[src/rtl/parking_pkg.sv]
// Shared definitions for the parking session tracker and its fee calculator.
// Holds the common data widths, the tracker FSM state type, the session slot
// record and a helper that sizes slot-index fields.
package parking_pkg;

  localparam int TIME_W = 32;
  localparam int ID_W   = 8;
  localparam int FEE_W  = 8;

  typedef enum logic [1:0] {
    ST_IDLE = 2'd0,
    ST_REQ  = 2'd1,
    ST_WAIT = 2'd2,
    ST_DONE = 2'd3
  } state_e;

  typedef struct packed {
    logic              valid;
    logic [ID_W-1:0]   id;
    logic [TIME_W-1:0] t_entry;
  } slot_t;

  // Width of a slot index; a single-slot table still needs one bit.
  function automatic int idx_w(input int n);
    return (n > 1) ? $clog2(n) : 1;
  endfunction

endpackage

[src/rtl/parking_session_tracker_table.sv]
// Session slot table.
// Stores {valid, id, t_entry} per slot, performs a combinational id lookup
// over the valid slots, writes new sessions into the lowest free slot and
// invalidates a slot by index.
// Ports:
//   clk, reset            clock, synchronous active-high reset
//   lookup_id             id to search for
//   hit, hit_idx, hit_t   lookup result: found, slot index, stored entry time
//   wr_en, wr_id, wr_time store a new session in the lowest free slot
//   inv_en, inv_idx       invalidate the given slot
//   full, occupied_count  table occupancy
module parking_session_tracker_table
  import parking_pkg::*;
#(
  parameter int NUM_SLOTS = 8,
  parameter int IDX_W     = idx_w(NUM_SLOTS)
) (
  input  logic              clk,
  input  logic              reset,
  input  logic [ID_W-1:0]   lookup_id,
  output logic              hit,
  output logic [IDX_W-1:0]  hit_idx,
  output logic [TIME_W-1:0] hit_t,
  input  logic              wr_en,
  input  logic [ID_W-1:0]   wr_id,
  input  logic [TIME_W-1:0] wr_time,
  input  logic              inv_en,
  input  logic [IDX_W-1:0]  inv_idx,
  output logic              full,
  output logic [4:0]        occupied_count
);

  slot_t slots_q [NUM_SLOTS];

  logic [IDX_W-1:0] free_idx;

  // Lookup, lowest-free encoder and population count over all slots.
  // Scanning from the top down lets the lowest matching index win.
  always_comb begin
    hit            = 1'b0;
    hit_idx        = '0;
    hit_t          = '0;
    free_idx       = '0;
    occupied_count = 5'd0;
    for (int i = NUM_SLOTS - 1; i >= 0; i--) begin
      hit      = (slots_q[i].valid && (slots_q[i].id == lookup_id)) ? 1'b1 : hit;
      hit_idx  = (slots_q[i].valid && (slots_q[i].id == lookup_id)) ? IDX_W'(i) : hit_idx;
      hit_t    = (slots_q[i].valid && (slots_q[i].id == lookup_id)) ? slots_q[i].t_entry : hit_t;
      free_idx = (!slots_q[i].valid) ? IDX_W'(i) : free_idx;
      occupied_count = occupied_count + {4'd0, slots_q[i].valid};
    end
  end

  assign full = (occupied_count == 5'(NUM_SLOTS));

  // Slot storage: a write lands only in the lowest free slot and never when full.
  always_ff @(posedge clk) begin
    if (reset) begin
      for (int i = 0; i < NUM_SLOTS; i++) begin
        slots_q[i] <= '0;
      end
    end else begin
      for (int i = 0; i < NUM_SLOTS; i++) begin
        if (wr_en && !full && (free_idx == IDX_W'(i))) begin
          slots_q[i] <= '{valid: 1'b1, id: wr_id, t_entry: wr_time};
        end else if (inv_en && (inv_idx == IDX_W'(i))) begin
          slots_q[i].valid <= 1'b0;
        end else begin
          slots_q[i] <= slots_q[i];
        end
      end
    end
  end

endmodule

[src/rtl/parking_session_tracker.sv]
// Parking session tracker: initiator side of the fee-calculation interface.
// Timestamps vehicle entries into the slot table; on an exit it looks up the
// entry time, issues a one-cycle calculate_fee request, waits for a rising
// edge of fee_valid (or a timeout) and emits a one-cycle bill record.
// Ports:
//   clk, reset                         clock, synchronous active-high reset
//   vehicle_entry/entry_id             entry event
//   vehicle_exit/exit_id               exit event
//   ready, entry_ack, entry_reject,
//   exit_drop                          status and event responses
//   entry_time, exit_time, vehicle_id,
//   calculate_fee                      request to the fee calculator
//   fee_amount, fee_valid              response from the fee calculator
//   bill_valid, bill_id, bill_amount,
//   bill_error                         bill record
//   occupied_count, full, time_now     table occupancy and timestamp
module parking_session_tracker
  import parking_pkg::*;
#(
  parameter int NUM_SLOTS   = 8,
  parameter int TICK_DIV    = 1,
  parameter int FEE_TIMEOUT = 64
) (
  input  logic              clk,
  input  logic              reset,
  input  logic              vehicle_entry,
  input  logic [ID_W-1:0]   entry_id,
  input  logic              vehicle_exit,
  input  logic [ID_W-1:0]   exit_id,
  output logic              ready,
  output logic              entry_ack,
  output logic              entry_reject,
  output logic              exit_drop,
  output logic [TIME_W-1:0] entry_time,
  output logic [TIME_W-1:0] exit_time,
  output logic [ID_W-1:0]   vehicle_id,
  output logic              calculate_fee,
  input  logic [FEE_W-1:0]  fee_amount,
  input  logic              fee_valid,
  output logic              bill_valid,
  output logic [ID_W-1:0]   bill_id,
  output logic [FEE_W-1:0]  bill_amount,
  output logic              bill_error,
  output logic [4:0]        occupied_count,
  output logic              full,
  output logic [TIME_W-1:0] time_now
);

  localparam int IDX_W = idx_w(NUM_SLOTS);

  state_e            state_q;
  logic [IDX_W-1:0]  idx_q;
  logic [31:0]       cnt_q;
  logic [31:0]       div_q;
  logic [TIME_W-1:0] time_q;
  logic              fee_valid_prev_q;
  logic              ready_q, entry_ack_q, entry_reject_q, exit_drop_q;
  logic              calculate_fee_q, bill_valid_q, bill_error_q;
  logic [TIME_W-1:0] entry_time_q, exit_time_q;
  logic [ID_W-1:0]   vehicle_id_q, bill_id_q;
  logic [FEE_W-1:0]  bill_amount_q;

  logic              tbl_hit, tbl_full;
  logic [IDX_W-1:0]  tbl_idx;
  logic [TIME_W-1:0] tbl_t;
  logic              entry_ok_d, wr_en_d, inv_en_d, fee_rise_d;

  // The exit wins a simultaneous entry, so the single lookup port follows it.
  assign entry_ok_d = !tbl_hit && !tbl_full;
  assign wr_en_d    = (state_q == ST_IDLE) && vehicle_entry && !vehicle_exit && entry_ok_d;
  // A level left high by an earlier transaction must not be accepted again.
  assign fee_rise_d = fee_valid && !fee_valid_prev_q;
  assign inv_en_d   = (state_q == ST_WAIT) && fee_rise_d;

  parking_session_tracker_table #(
    .NUM_SLOTS (NUM_SLOTS),
    .IDX_W     (IDX_W)
  ) u_table (
    .clk            (clk),
    .reset          (reset),
    .lookup_id      (vehicle_exit ? exit_id : entry_id),
    .hit            (tbl_hit),
    .hit_idx        (tbl_idx),
    .hit_t          (tbl_t),
    .wr_en          (wr_en_d),
    .wr_id          (entry_id),
    .wr_time        (time_q),
    .inv_en         (inv_en_d),
    .inv_idx        (idx_q),
    .full           (tbl_full),
    .occupied_count (occupied_count)
  );

  // Free-running timestamp, advanced once every TICK_DIV cycles in every state.
  always_ff @(posedge clk) begin
    if (reset) begin
      div_q  <= 32'd0;
      time_q <= '0;
    end else if (div_q == 32'(TICK_DIV - 1)) begin
      div_q  <= 32'd0;
      time_q <= time_q + 32'd1;
    end else begin
      div_q  <= div_q + 32'd1;
      time_q <= time_q;
    end
  end

  // Transaction FSM with all event and bill outputs registered.
  always_ff @(posedge clk) begin
    if (reset) begin
      state_q          <= ST_IDLE;
      idx_q            <= '0;
      cnt_q            <= 32'd0;
      fee_valid_prev_q <= 1'b0;
      ready_q          <= 1'b1;
      entry_ack_q      <= 1'b0;
      entry_reject_q   <= 1'b0;
      exit_drop_q      <= 1'b0;
      calculate_fee_q  <= 1'b0;
      bill_valid_q     <= 1'b0;
      bill_error_q     <= 1'b0;
      entry_time_q     <= '0;
      exit_time_q      <= '0;
      vehicle_id_q     <= '0;
      bill_id_q        <= '0;
      bill_amount_q    <= '0;
    end else begin
      fee_valid_prev_q <= fee_valid;
      entry_ack_q      <= 1'b0;
      calculate_fee_q  <= 1'b0;
      bill_valid_q     <= 1'b0;
      // Outside IDLE every event is refused; in IDLE the case below refines this.
      entry_reject_q   <= vehicle_entry;
      exit_drop_q      <= vehicle_exit;
      case (state_q)
        ST_IDLE: begin
          exit_drop_q <= 1'b0;
          if (vehicle_exit) begin
            ready_q       <= 1'b0;
            bill_id_q     <= exit_id;
            bill_amount_q <= '0;
            if (tbl_hit) begin
              idx_q        <= tbl_idx;
              entry_time_q <= tbl_t;
              exit_time_q  <= time_q;
              vehicle_id_q <= exit_id;
              bill_error_q <= 1'b0;
              state_q      <= ST_REQ;
            end else begin
              bill_error_q <= 1'b1;
              state_q      <= ST_DONE;
            end
          end else begin
            entry_ack_q    <= vehicle_entry && entry_ok_d;
            entry_reject_q <= vehicle_entry && !entry_ok_d;
          end
        end
        ST_REQ: begin
          calculate_fee_q <= 1'b1;
          cnt_q           <= 32'd0;
          state_q         <= ST_WAIT;
        end
        ST_WAIT: begin
          if (fee_rise_d) begin
            bill_amount_q <= fee_amount;
            bill_error_q  <= 1'b0;
            state_q       <= ST_DONE;
          end else if (cnt_q == 32'(FEE_TIMEOUT - 1)) begin
            bill_amount_q <= '0;
            bill_error_q  <= 1'b1;
            state_q       <= ST_DONE;
          end else begin
            cnt_q <= cnt_q + 32'd1;
          end
        end
        ST_DONE: begin
          bill_valid_q <= 1'b1;
          ready_q      <= 1'b1;
          state_q      <= ST_IDLE;
        end
        default: begin
          ready_q <= 1'b1;
          state_q <= ST_IDLE;
        end
      endcase
    end
  end

  assign ready         = ready_q;
  assign entry_ack     = entry_ack_q;
  assign entry_reject  = entry_reject_q;
  assign exit_drop     = exit_drop_q;
  assign entry_time    = entry_time_q;
  assign exit_time     = exit_time_q;
  assign vehicle_id    = vehicle_id_q;
  assign calculate_fee = calculate_fee_q;
  assign bill_valid    = bill_valid_q;
  assign bill_id       = bill_id_q;
  assign bill_amount   = bill_amount_q;
  assign bill_error    = bill_error_q;
  assign full          = tbl_full;
  assign time_now      = time_q;

endmodule
[config.mk]
export PLATFORM = sky130hd
export DESIGN_NAME = parking_session_tracker
export DESIGN_NICKNAME = d
export VERILOG_FILES = /design/src/rtl/parking_pkg.sv /design/src/rtl/parking_session_tracker_table.sv /design/src/rtl/parking_session_tracker.sv
export SDC_FILE = /design/constraint.sdc
export NUM_CORES = 1
export LEC_CHECK = 0
export CAP_MARGIN = 25
export CORE_MARGIN = 2
export CORE_UTILIZATION = 40
export CTS_CLUSTER_DIAMETER = 150
export DETAILED_ROUTE_END_ITERATION = 10
export PLACE_DENSITY = 0.6
export SLEW_MARGIN = 20
export SYNTH_ARGS = -nofsm -noshare
export SYNTH_HDL_FRONTEND = slang
export SYNTH_SLANG_ARGS = --single-unit
[constraint.sdc]
create_clock -name clk -period 9.6 [get_ports clk]
set_clock_uncertainty 0.15 [all_clocks]
set_input_delay 1.44 -clock clk [delete_from_list [all_inputs] [get_ports clk]]
set_output_delay 1.44 -clock clk [all_outputs]
set_load 0.005 [all_outputs]
==> results.sh, run 1 <==
export IMPL_fillers=4890
export IMPL_drive_above_1_share_pct=6.64
export IMPL_fin_setup_tns_ns=0
export IMPL_wirelength_mm=60.2
export IMPL_wl_met3_mm=3.93
export IMPL_fin_hold_ws_ns=0.298
export IMPL_whs_endpoint="bill_amount[2]$_SDFFE_PP0P_"
export IMPL_tightestPinTransition_ns=1.03
export IMPL_cts_made_buffers=54
export IMPL_clock_sinks=525
export IMPL_power_density_nw_per_um2=193
export IMPL_hp_class="flip-flop to flip-flop"
export IMPL_ios=162
export IMPL_rr_endpoint="u_table.slots_q[0][38]$_SDFFCE_PN0P_"
export IMPL_grtUsageTotal_pct=21.3
export IMPL_dieArea_um2=56800
export IMPL_reg2reg_slack_ns=3.67
export IMPL_cts_setup_buffers=0
export IMPL_synth_edff_count=328
export IMPL_clkTransAtPathRegs_ns=0.06
export IMPL_synth_main_ff_cell="edfxtp_1"
export IMPL_rr_worst_depth=14
export IMPL_setup_ws_ns=3.34
export IMPL_syn2layout_area_growth_pct=19.1
export IMPL_place_ws_ns=2.47
export IMPL_crit_type="input pin to flip-flop"
export IMPL_wirelength_met1_mm=26.6
export IMPL_irDropWorstVdd_uv=130
export IMPL_switching_power_mw=1.20
export IMPL_yosysWarningCount=0
export IMPL_maxClockFrequency_mhz=160
export IMPL_cp_required_ns=9.72
export IMPL_drc=0
export IMPL_cp_arrival_ns=6.38
export IMPL_synth_seq_cells=525
export IMPL_p_leak_nw=9.48
export IMPL_r2r_start="u_table.slots_q[7][40]$_SDFFCE_PP0P_"
export IMPL_setup_violations=0
export IMPL_antenna_found_initial=1
export IMPL_ctsResizeCount=0
export IMPL_slew_headroom_pct=31.2
export IMPL_die_h_um=238
export IMPL_antennaDiodeCount=0
export IMPL_initial_core_util_pct=40.6
export IMPL_cap_violations=0
export IMPL_num_nets_final=2197
export IMPL_rsz0062_at_grt="no"
export IMPL_cp_end_kind="flip-flop"
export IMPL_grt_pass1_vias=16200
export IMPL_avgRoutedWirePerCell_um=20.8
export IMPL_dr_wl_met2_mm=28.1
export IMPL_ctsHoldBuffers=0
export IMPL_startpoint_type="input pin"
export IMPL_gp_congestion=0.831
export IMPL_power_frac_clock_pct=40.6
export IMPL_vias=15900
export IMPL_drt_pre_antenna_iters=6
export IMPL_maxSlewViolCount=0
export IMPL_multiInputGateArea_um2=7510
export IMPL_dp_hpwl_mm=38.4
export IMPL_regArea_um2=13800
export IMPL_synth_cell_types=56
export IMPL_clock_latency_ns=0.62
export IMPL_overflow=0
export IMPL_postSynthAreaPerCell_um2=10.9
export IMPL_async_flop_share_pct=0
export IMPL_grt_first_pass_wirelength_mm=93.7
export IMPL_htree_num_levels=2
export IMPL_min_period_over_period_pct=65.2
export IMPL_combPwrFrac_pct=8.8
export IMPL_syn_nets=2065
export IMPL_syn_inst=2020
export IMPL_via_per_inst=5.49
export IMPL_syn_cell_area_um2=21900
export IMPL_p_sw_share_pct=23.9
export IMPL_min_delay_start="bill_amount[2]$_SDFFE_PP0P_"
export IMPL_top_layer="met4"
export IMPL_min_path_cells=2
export IMPL_p_seq_share_pct=50.6
export IMPL_die_w_um=238
export IMPL_io_buffers=160
export IMPL_core_area_um2=54000
export IMPL_status="finished clean"
export IMPL_period_needed_ns=6.26
export IMPL_grt_max_degree=67
export IMPL_rows=85
export IMPL_cts_root_buf="clkbuf_16"
export IMPL_ys_seq_area_share_pct=62.8
export IMPL_cp_max_fo=38
export IMPL_hold_viol_final=0
export IMPL_internal_power_mw=3.83
export IMPL_tritoncts="done"
export IMPL_antenna_left=0
export IMPL_cts_max_path_buffers=3
export IMPL_drt_iter0_drc=1307
per-stage QoR:
stage,cells,power [mW],util (%),instance area (µm²)
floorplan,2020,2.84,-,21900
global placement,2781,3.01,44.8,24200
detailed placement,2789,3.03,45.1,24400
CTS,2891,5.07,48.3,26100
global route,2894,5.20,48.4,26100
finish,2894,5.03,48.4,26100
kinds of logic (layout without fill, tap and decap cells):
| family | count (synthesis) | in the layout | share of synthesized area, % |
|---|---|---|---|
| flip-flops | 525 | 525 | 62.8 |
| AO/OA/AOI/OAI | 365 | 365 | 10.6 |
| multiplexers | 10 | 10 | 0.878 |
| buffers and inverters | 179 | 357 | 3.26 |
| XOR/XNOR | 143 | 143 | 5.71 |
| AND/OR/NAND/NOR | 781 | 781 | 15.7 |
| adder cells (fa/ha/maj) | 16 | 16 | 1.05 |
| other | 1 | 1 | 0.0171 |
cell usage in the layout (no fill, tap or decap), types with 32 or more instances in the layout:
cell type	count
edfxtp_1	328
xnor2_1	65
clkbuf_16	55
nand2_1	209
a221oi_1	63
clkdlybuf4s50_1	159
o211ai_1	35
nand3_1	41
and3_1	32
o221ai_1	32
nor2_1	357
a21oi_1	140
xor2_1	78
o21ai_0	78
dfxtp_1	197
inv_1	60
how the worst max path moves through the flow:
stage	from	to	slack (ns)	cells past startpoint
after floorplan	u_table.slots_q[6][40]$_SDFFCE_PP0P_	u_table.slots_q[5][0]$_SDFFCE_PN0P_	4.01	15
after global placement	vehicle_exit	u_table.slots_q[1][40]$_SDFFCE_PN0P_	2.50	12
after detailed placement	vehicle_exit	u_table.slots_q[0][32]$_SDFFCE_PN0P_	2.47	12
after CTS	vehicle_exit	u_table.slots_q[0][38]$_SDFFCE_PN0P_	3.10	12
after global routing	vehicle_exit	u_table.slots_q[0][38]$_SDFFCE_PN0P_	3.06	13
final	vehicle_exit	u_table.slots_q[0][38]$_SDFFCE_PN0P_	3.34	13
power by group through the flow:
stage	combinational, mW	clock (mW)	sequential (mW)
floorplan	0.259	0	2.58
global placement	0.424	0	2.59
detailed placement	0.441	0	2.59
CTS	0.442	2.08	2.54
global route	0.484	2.16	2.55
finish	0.444	2.04	2.54
flip-flops by register name, summed over array words and instances, names as in the netlist:
register and count:
vehicle_id 8, div_q 32, entry_ack 1, bill_valid 1
bill_error 1, entry_time 32, idx_q 3, exit_drop 1
ready 1, calculate_fee 1, bill_id 8, fee_valid_prev_q 1
state_q 2, cnt_q 32, u_table.slots_q 328, entry_reject 1
time_now 32, exit_time 32, bill_amount 8
routing by layer:
metal	GRT usage, %	vias to the layer above
li1	-	7442
met1	29.0	7837
met2	34.5	494
met3	3.77	116
met4	6.86	0
met5	0	-
worst max-delay path: stages:
cell,delay (ns)
clkdlybuf4s50_1,0.73
buf_8,0.23
mux2i_2,0.64
xor2_1,0.15
nand4_1,0.14
nor4_2,0.05
buf_4,0.30
nor2_2,0.16
buf_4,0.43
and4b_1,0.44
nor4b_1,0.56
or2_2,0.61
buf_4,0.45
cell usage after synthesis (10+ instances only):
library cell,count,area (µm²)
edfxtp_1,328,9850
nand3_1,42,210
a21oi_1,140,701
nor4_1,24,150
nor2_1,365,1370
inv_1,60,225
o21ai_0,78,390
xor2_1,78,683
nand4_1,24,150
dfxtp_1,197,3940
nor3_1,18,90.1
clkbuf_1,90,338
or3_1,10,62.6
o221ai_1,32,280
buf_2,25,125
and3_1,32,200
ha_1,12,150
xnor2_1,65,569
nand2_1,211,792
o211ai_1,35,263
a221oi_1,63,552
cell type report:
| class | instances | share of cell area [%] |
|---|---|---|
| flip-flops and latches | 525 | 52.8 |
| clock buffers | 79 | 5.76 |
| inverters | 61 | 0.876 |
| multi-input cells | 1316 | 28.8 |
| clock inverters | 23 | 0.790 |
| well taps | 696 | 3.33 |
| repair buffers | 194 | 7.70 |
Power figures use the tool's default switching activity.
==> inputs of run 2 (changes only) <==
==> constraint.sdc (replaced) <==
create_clock -name clk -period 6.1 [get_ports clk]
set_clock_uncertainty 0.15 [all_clocks]
set_input_delay 0.915 -clock clk [delete_from_list [all_inputs] [get_ports clk]]
set_output_delay 0.915 -clock clk [all_outputs]
set_load 0.005 [all_outputs]
==> results.sh, run 2 (synthesis gave the netlist of run 1 again) <==
export IMPL_status="finished clean"
export IMPL_grt_max_degree=66
export IMPL_dieArea_um2=56800
export IMPL_min_path_cells=2
export IMPL_core_area_um2=54000
export IMPL_ctsResizeCount=0
export IMPL_hold_viol_final=0
export IMPL_cts_root_buf="clkbuf_16"
export IMPL_cts_max_path_buffers=3
export IMPL_fillers=4867
export IMPL_regMostFlops="u_table.slots_q"
export IMPL_min_delay_start="bill_amount[6]$_SDFFE_PP0P_"
export IMPL_cts_setup_buffers=0
export IMPL_antenna_found_initial=0
export IMPL_antennaDiodeCount=0
export IMPL_maxClockFrequency_mhz=178
export IMPL_mostFrequentLayoutCell="nor2_1"
export IMPL_num_nets_final=2205
export IMPL_die_h_um=238
export IMPL_die_w_um=238
export IMPL_switching_power_mw=1.91
export IMPL_whs_endpoint="bill_amount[6]$_SDFFE_PP0P_"
export IMPL_via_per_inst=5.52
export IMPL_combPwrFrac_pct=8.3
export IMPL_multiInputGateArea_um2=7520
export IMPL_setup_violations=0
export IMPL_tightestPinTransition_ns=0.968
export IMPL_drc=0
export IMPL_initial_core_util_pct=40.6
export IMPL_grt_first_pass_wirelength_mm=93.0
export IMPL_dp_hpwl_mm=37.9
export IMPL_ctsHoldBuffers=0
export IMPL_irDropWorstVdd_uv=236
export IMPL_cts_made_buffers=53
export IMPL_layout_common_cells="nor2_1 (357), edfxtp_1 (328), nand2_1 (209)"
export IMPL_r2r_start="u_table.slots_q[6][40]$_SDFFCE_PP0P_"
export IMPL_period_needed_ns=5.62
export IMPL_cp_arrival_ns=4.56
export IMPL_tritoncts="done"
export IMPL_io_buffers=160
export IMPL_cap_violations=0
export IMPL_rsz0062_at_grt="no"
export IMPL_gp_congestion=0.872
export IMPL_wirelength_mm=60.2
export IMPL_overflow=0
export IMPL_cp_max_fo=4
export IMPL_fin_setup_tns_ns=0
export IMPL_rr_endpoint="u_table.slots_q[1][31]$_SDFFCE_PN0P_"
export IMPL_cp_end_kind="output port"
export IMPL_power_frac_clock_pct=43.6
export IMPL_p_seq_share_pct=48.0
export IMPL_grtUsageTotal_pct=21.1
export IMPL_slew_headroom_pct=35.0
export IMPL_clock_sinks=525
export IMPL_drt_pre_antenna_iters=5
export IMPL_crit_type="flip-flop to output port"
export IMPL_antenna_left=0
export IMPL_cp_required_ns=5.03
export IMPL_hp_class="flip-flop to flip-flop"
export IMPL_p_leak_nw=9.63
export IMPL_grt_pass1_vias=16000
export IMPL_maxSlewViolCount=0
export IMPL_place_ws_ns=0.572
export IMPL_reg2reg_slack_ns=0.59
export IMPL_drive_above_1_share_pct=7.67
export IMPL_largest_reg_flops=328
export IMPL_power_density_nw_per_um2=316
export IMPL_htree_num_levels=2
export IMPL_min_period_over_period_pct=92.2
export IMPL_avgRoutedWirePerCell_um=20.8
export IMPL_rows=85
export IMPL_setup_ws_ns=0.478
export IMPL_vias=16000
export IMPL_syn2layout_area_growth_pct=20.1
export IMPL_startpoint_type="flip-flop"
export IMPL_drt_iter0_drc=1316
export IMPL_regArea_um2=13800
export IMPL_clkTransAtPathRegs_ns=0.06
export IMPL_clock_latency_ns=0.60
export IMPL_ios=162
export IMPL_rr_worst_depth=13
export IMPL_p_sw_share_pct=23.0
export IMPL_internal_power_mw=6.42
-- run 2: changes by cell type in the layout (fill, tap and decap cells not counted), moves of 3 or more --
cell / delta
buf_4: +14
buf_16: -4
clkbuf_1: -13
clkinv_1: -6
clkinv_2: +3
bufinv_16: +9
clkbuf_8: +5
-- run 2: layer usage --
| layer | routed length (µm) | part of all wire (%) | global-route usage (%) |
|---|---|---|---|
| met2 | 28100 | 47 | 34.7 |
| met3 | 4280 | 7.1 | 4.48 |
| met4 | 1360 | 2.3 | 5.83 |
| met5 | 0 | 0 | 0 |
| met1 | 26400 | 44 | 28.3 |
-- run 2: stage by stage --
step / hold slack, ns / total power, mW / util [%] / instance area (µm²) / cells
3_3_place_gp: 0.290 / 4.75 / 45.1 / 24400 / 2799
3_5_place_dp: 0.298 / 4.77 / 45.1 / 24400 / 2799
6_report: 0.300 / 8.34 / 48.8 / 26400 / 2900
5_1_grt: 0.326 / 8.59 / 48.8 / 26400 / 2900
2_1_floorplan: 0.287 / 4.47 / - / 21900 / 2020
4_1_cts: 0.307 / 8.38 / 48.7 / 26300 / 2898
-- run 2: power by group through the flow --
stage / Clock (mW) / Combinational, mW / Sequential, mW
floorplan: 0 / 0.408 / 4.06
global placement: 0 / 0.676 / 4.08
detailed placement: 0 / 0.690 / 4.08
CTS: 3.69 / 0.693 / 4.00
global route: 3.82 / 0.757 / 4.02
finish: 3.64 / 0.694 / 4.00
-- run 2: worst max-delay path by stage --
stage | depth (start not counted) | startpoint | end
2_1_floorplan | 15 | u_table.slots_q[6][40]$_SDFFCE_PP0P_ | u_table.slots_q[5][0]$_SDFFCE_PN0P_
3_3_place_gp | 13 | u_table.slots_q[6][40]$_SDFFCE_PP0P_ | u_table.slots_q[7][17]$_SDFFCE_PP0P_
3_5_place_dp | 13 | u_table.slots_q[6][40]$_SDFFCE_PP0P_ | u_table.slots_q[1][0]$_SDFFCE_PN0P_
4_1_cts | 9 | u_table.slots_q[6][40]$_SDFFCE_PP0P_ | full
5_1_grt | 14 | u_table.slots_q[7][40]$_SDFFCE_PP0P_ | u_table.slots_q[1][0]$_SDFFCE_PN0P_
6_report | 9 | u_table.slots_q[6][40]$_SDFFCE_PP0P_ | full
-- run 2: critical path: stages, from the launching register on --
cell             delay (ns)
edfxtp_1               0.45
ha_1                   0.34
fa_1                   0.52
fa_1                   0.56
inv_1                  0.06
fa_1                   0.45
fa_1                   0.39
xor2_1                 0.18
nor4b_1                0.42
clkdlybuf4s50_1        0.60
-- run 2: area by class of cell --
class / count / share of cell area (%)
Clock buffer: 70 / 5.70
Sequential cell: 525 / 52.3
Inverter: 61 / 0.869
Timing Repair Buffer: 203 / 7.50
Tap cell: 696 / 3.30
Clock inverter: 29 / 1.75
Multi-Input combinational cell: 1316 / 28.5
==> inputs of run 3 (changes only) <==
--- a/config.mk
+++ b/config.mk
@@ -10,7 +10,7 @@
 export CORE_UTILIZATION = 40
 export CTS_CLUSTER_DIAMETER = 150
 export DETAILED_ROUTE_END_ITERATION = 10
-export PLACE_DENSITY = 0.6
+export PLACE_DENSITY = 0.62
 export SLEW_MARGIN = 20
 export SYNTH_ARGS = -nofsm -noshare
 export SYNTH_HDL_FRONTEND = slang
==> constraint.sdc (replaced) <==
create_clock -name clk -period 4.87 [get_ports clk]
set_clock_uncertainty 0.15 [all_clocks]
set_input_delay 0.7305 -clock clk [delete_from_list [all_inputs] [get_ports clk]]
set_output_delay 0.7305 -clock clk [all_outputs]
set_load 0.005 [all_outputs]
==> results.sh, run 3 (synthesis gave the netlist of run 1 again) <==
export IMPL_status="finished clean"
export IMPL_hp_class="flip-flop to flip-flop"
export IMPL_dieArea_um2=56800
export IMPL_power_density_nw_per_um2=379
export IMPL_drive_above_1_share_pct=9.19
export IMPL_drt_iter0_drc=1297
export IMPL_hold_viol_final=0
export IMPL_cts_made_buffers=53
export IMPL_rows=85
export IMPL_crit_type="flip-flop to output port"
export IMPL_die_h_um=238
export IMPL_vias=16300
export IMPL_slew_headroom_pct=33.8
export IMPL_grt_max_degree=65
export IMPL_tightestPinTransition_ns=0.984
export IMPL_cp_arrival_ns=3.86
export IMPL_setup_ws_ns=0.132
export IMPL_antenna_left=0
export IMPL_cp_required_ns=3.99
export IMPL_setup_violations=0
export IMPL_avgRoutedWirePerCell_um=21.2
export IMPL_num_nets_final=2243
export IMPL_syn2layout_area_growth_pct=22.4
export IMPL_drt_pre_antenna_iters=5
export IMPL_irDropWorstVdd_uv=279
export IMPL_dp_hpwl_mm=39.0
export IMPL_drc=0
export IMPL_fillers=4771
export IMPL_ios=162
export IMPL_fin_hold_ws_ns=0.302
export IMPL_overflow=0
export IMPL_cts_max_path_buffers=3
export IMPL_grt_first_pass_wirelength_mm=94.9
export IMPL_multiInputGateArea_um2=7560
export IMPL_antennaDiodeCount=0
export IMPL_cap_violations=0
export IMPL_place_ws_ns=-0.0134
export IMPL_min_period_over_period_pct=97.3
export IMPL_cp_max_fo=2
export IMPL_antenna_found_initial=0
export IMPL_p_leak_nw=9.84
export IMPL_fin_total_pwr_mw=10.2
export IMPL_tritoncts="done"
export IMPL_io_buffers=160
export IMPL_htree_num_levels=2
export IMPL_clock_latency_ns=0.60
export IMPL_rsz0062_at_grt="no"
export IMPL_regArea_um2=13800
export IMPL_die_w_um=238
export IMPL_maxSlewViolCount=0
export IMPL_grt_pass1_vias=16000
export IMPL_core_area_um2=54000
export IMPL_regMostFlops="u_table.slots_q"
export IMPL_via_per_inst=5.53
export IMPL_cts_root_buf="clkbuf_16"
export IMPL_gp_congestion=0.862
export IMPL_clkTransAtPathRegs_ns=0.06
export IMPL_mostFrequentLayoutCell="nor2_1"
export IMPL_wirelength_mm=62.1
export IMPL_fin_util_pct=49.7
export IMPL_largest_reg_flops=328
export IMPL_layout_common_cells="nor2_1 (357), edfxtp_1 (328), nand2_1 (209)"
export IMPL_grtUsageTotal_pct=21.7
export IMPL_cp_end_kind="output port"
export IMPL_initial_core_util_pct=40.6
export IMPL_maxClockFrequency_mhz=211
export IMPL_startpoint_type="flip-flop"
export IMPL_period_needed_ns=4.74
export IMPL_clock_sinks=525
## run 3: path summary, 6_finish.rpt
| kind | start | end | slack (ns) | depth (start not counted) |
|---|---|---|---|---|
| worst max-delay path | u_table.slots_q[6][40]$_SDFFCE_PP0P_ | occupied_count[1] | 0.13 | 7 |
| worst min register to register | bill_amount[0]$_SDFFE_PP0P_ | bill_amount[0]$_SDFFE_PP0P_ | 0.30 | 2 |
| worst max register to register | u_table.slots_q[6][40]$_SDFFCE_PP0P_ | u_table.slots_q[7][4]$_SDFFCE_PP0P_ | 0.24 | 14 |
| worst min-delay path | bill_amount[0]$_SDFFE_PP0P_ | bill_amount[0]$_SDFFE_PP0P_ | 0.30 | 2 |
## run 3: critical path, stage by stage, from the launching register on
cell and delay, ns:
edfxtp_1 0.40, ha_1 0.30, fa_1 0.47, fa_1 0.54, inv_1 0.06, fa_2 0.40
fa_1 0.54, clkdlybuf4s50_1 0.54
## run 3: what timing repair did
action | CTS | global route
hold buffers | 0 | 0
gates resized for setup | 6 | 3
gates cloned | 0 | 0
hold endpoints to repair | 0 | 0
setup buffers | 1 | 0
pin swaps | 2 | 3
setup endpoints to repair | 37 | 325
## run 3: per-layer routing
metal | share of wire (%) | vias up | wire [µm] | GRT usage, %
met5 | 0 | - | 0 | 0
met4 | 2.4 | 0 | 1470 | 6.25
met3 | 7.6 | 95 | 4710 | 4.45
li1 | - | 7534 | - | -
met1 | 42 | 8018 | 26300 | 28.9
met2 | 48 | 608 | 29700 | 36.0
## run 3: metrics by stage
stage / cell area (µm²) / instances / setup TNS (ns)
after floorplan: 22000 / 2020 / 0
after global placement: 25000 / 2839 / 0
after detailed placement: 25000 / 2839 / -0.242
after CTS: 26800 / 2938 / 0
after global routing: 26900 / 2938 / 0
final: 26900 / 2938 / 0
## run 3: power breakdown
group	switching, mW	internal (mW)	leakage [nW]
registers	0.0844	4.92	4.97
clock network	1.73	2.49	0.884
logic	0.578	0.374	3.99
total	2.39	7.78	9.84
## run 3: area by class of cell
| cell class | count | area share, % |
|---|---|---|
| Inverter | 61 | 0.853 |
| Tap cell | 696 | 3.24 |
| Sequential cell | 525 | 51.4 |
| Clock buffer | 70 | 5.44 |
| Clock inverter | 29 | 1.27 |
| Timing Repair Buffer | 241 | 9.69 |
| Multi-Input combinational cell | 1316 | 28.1 |
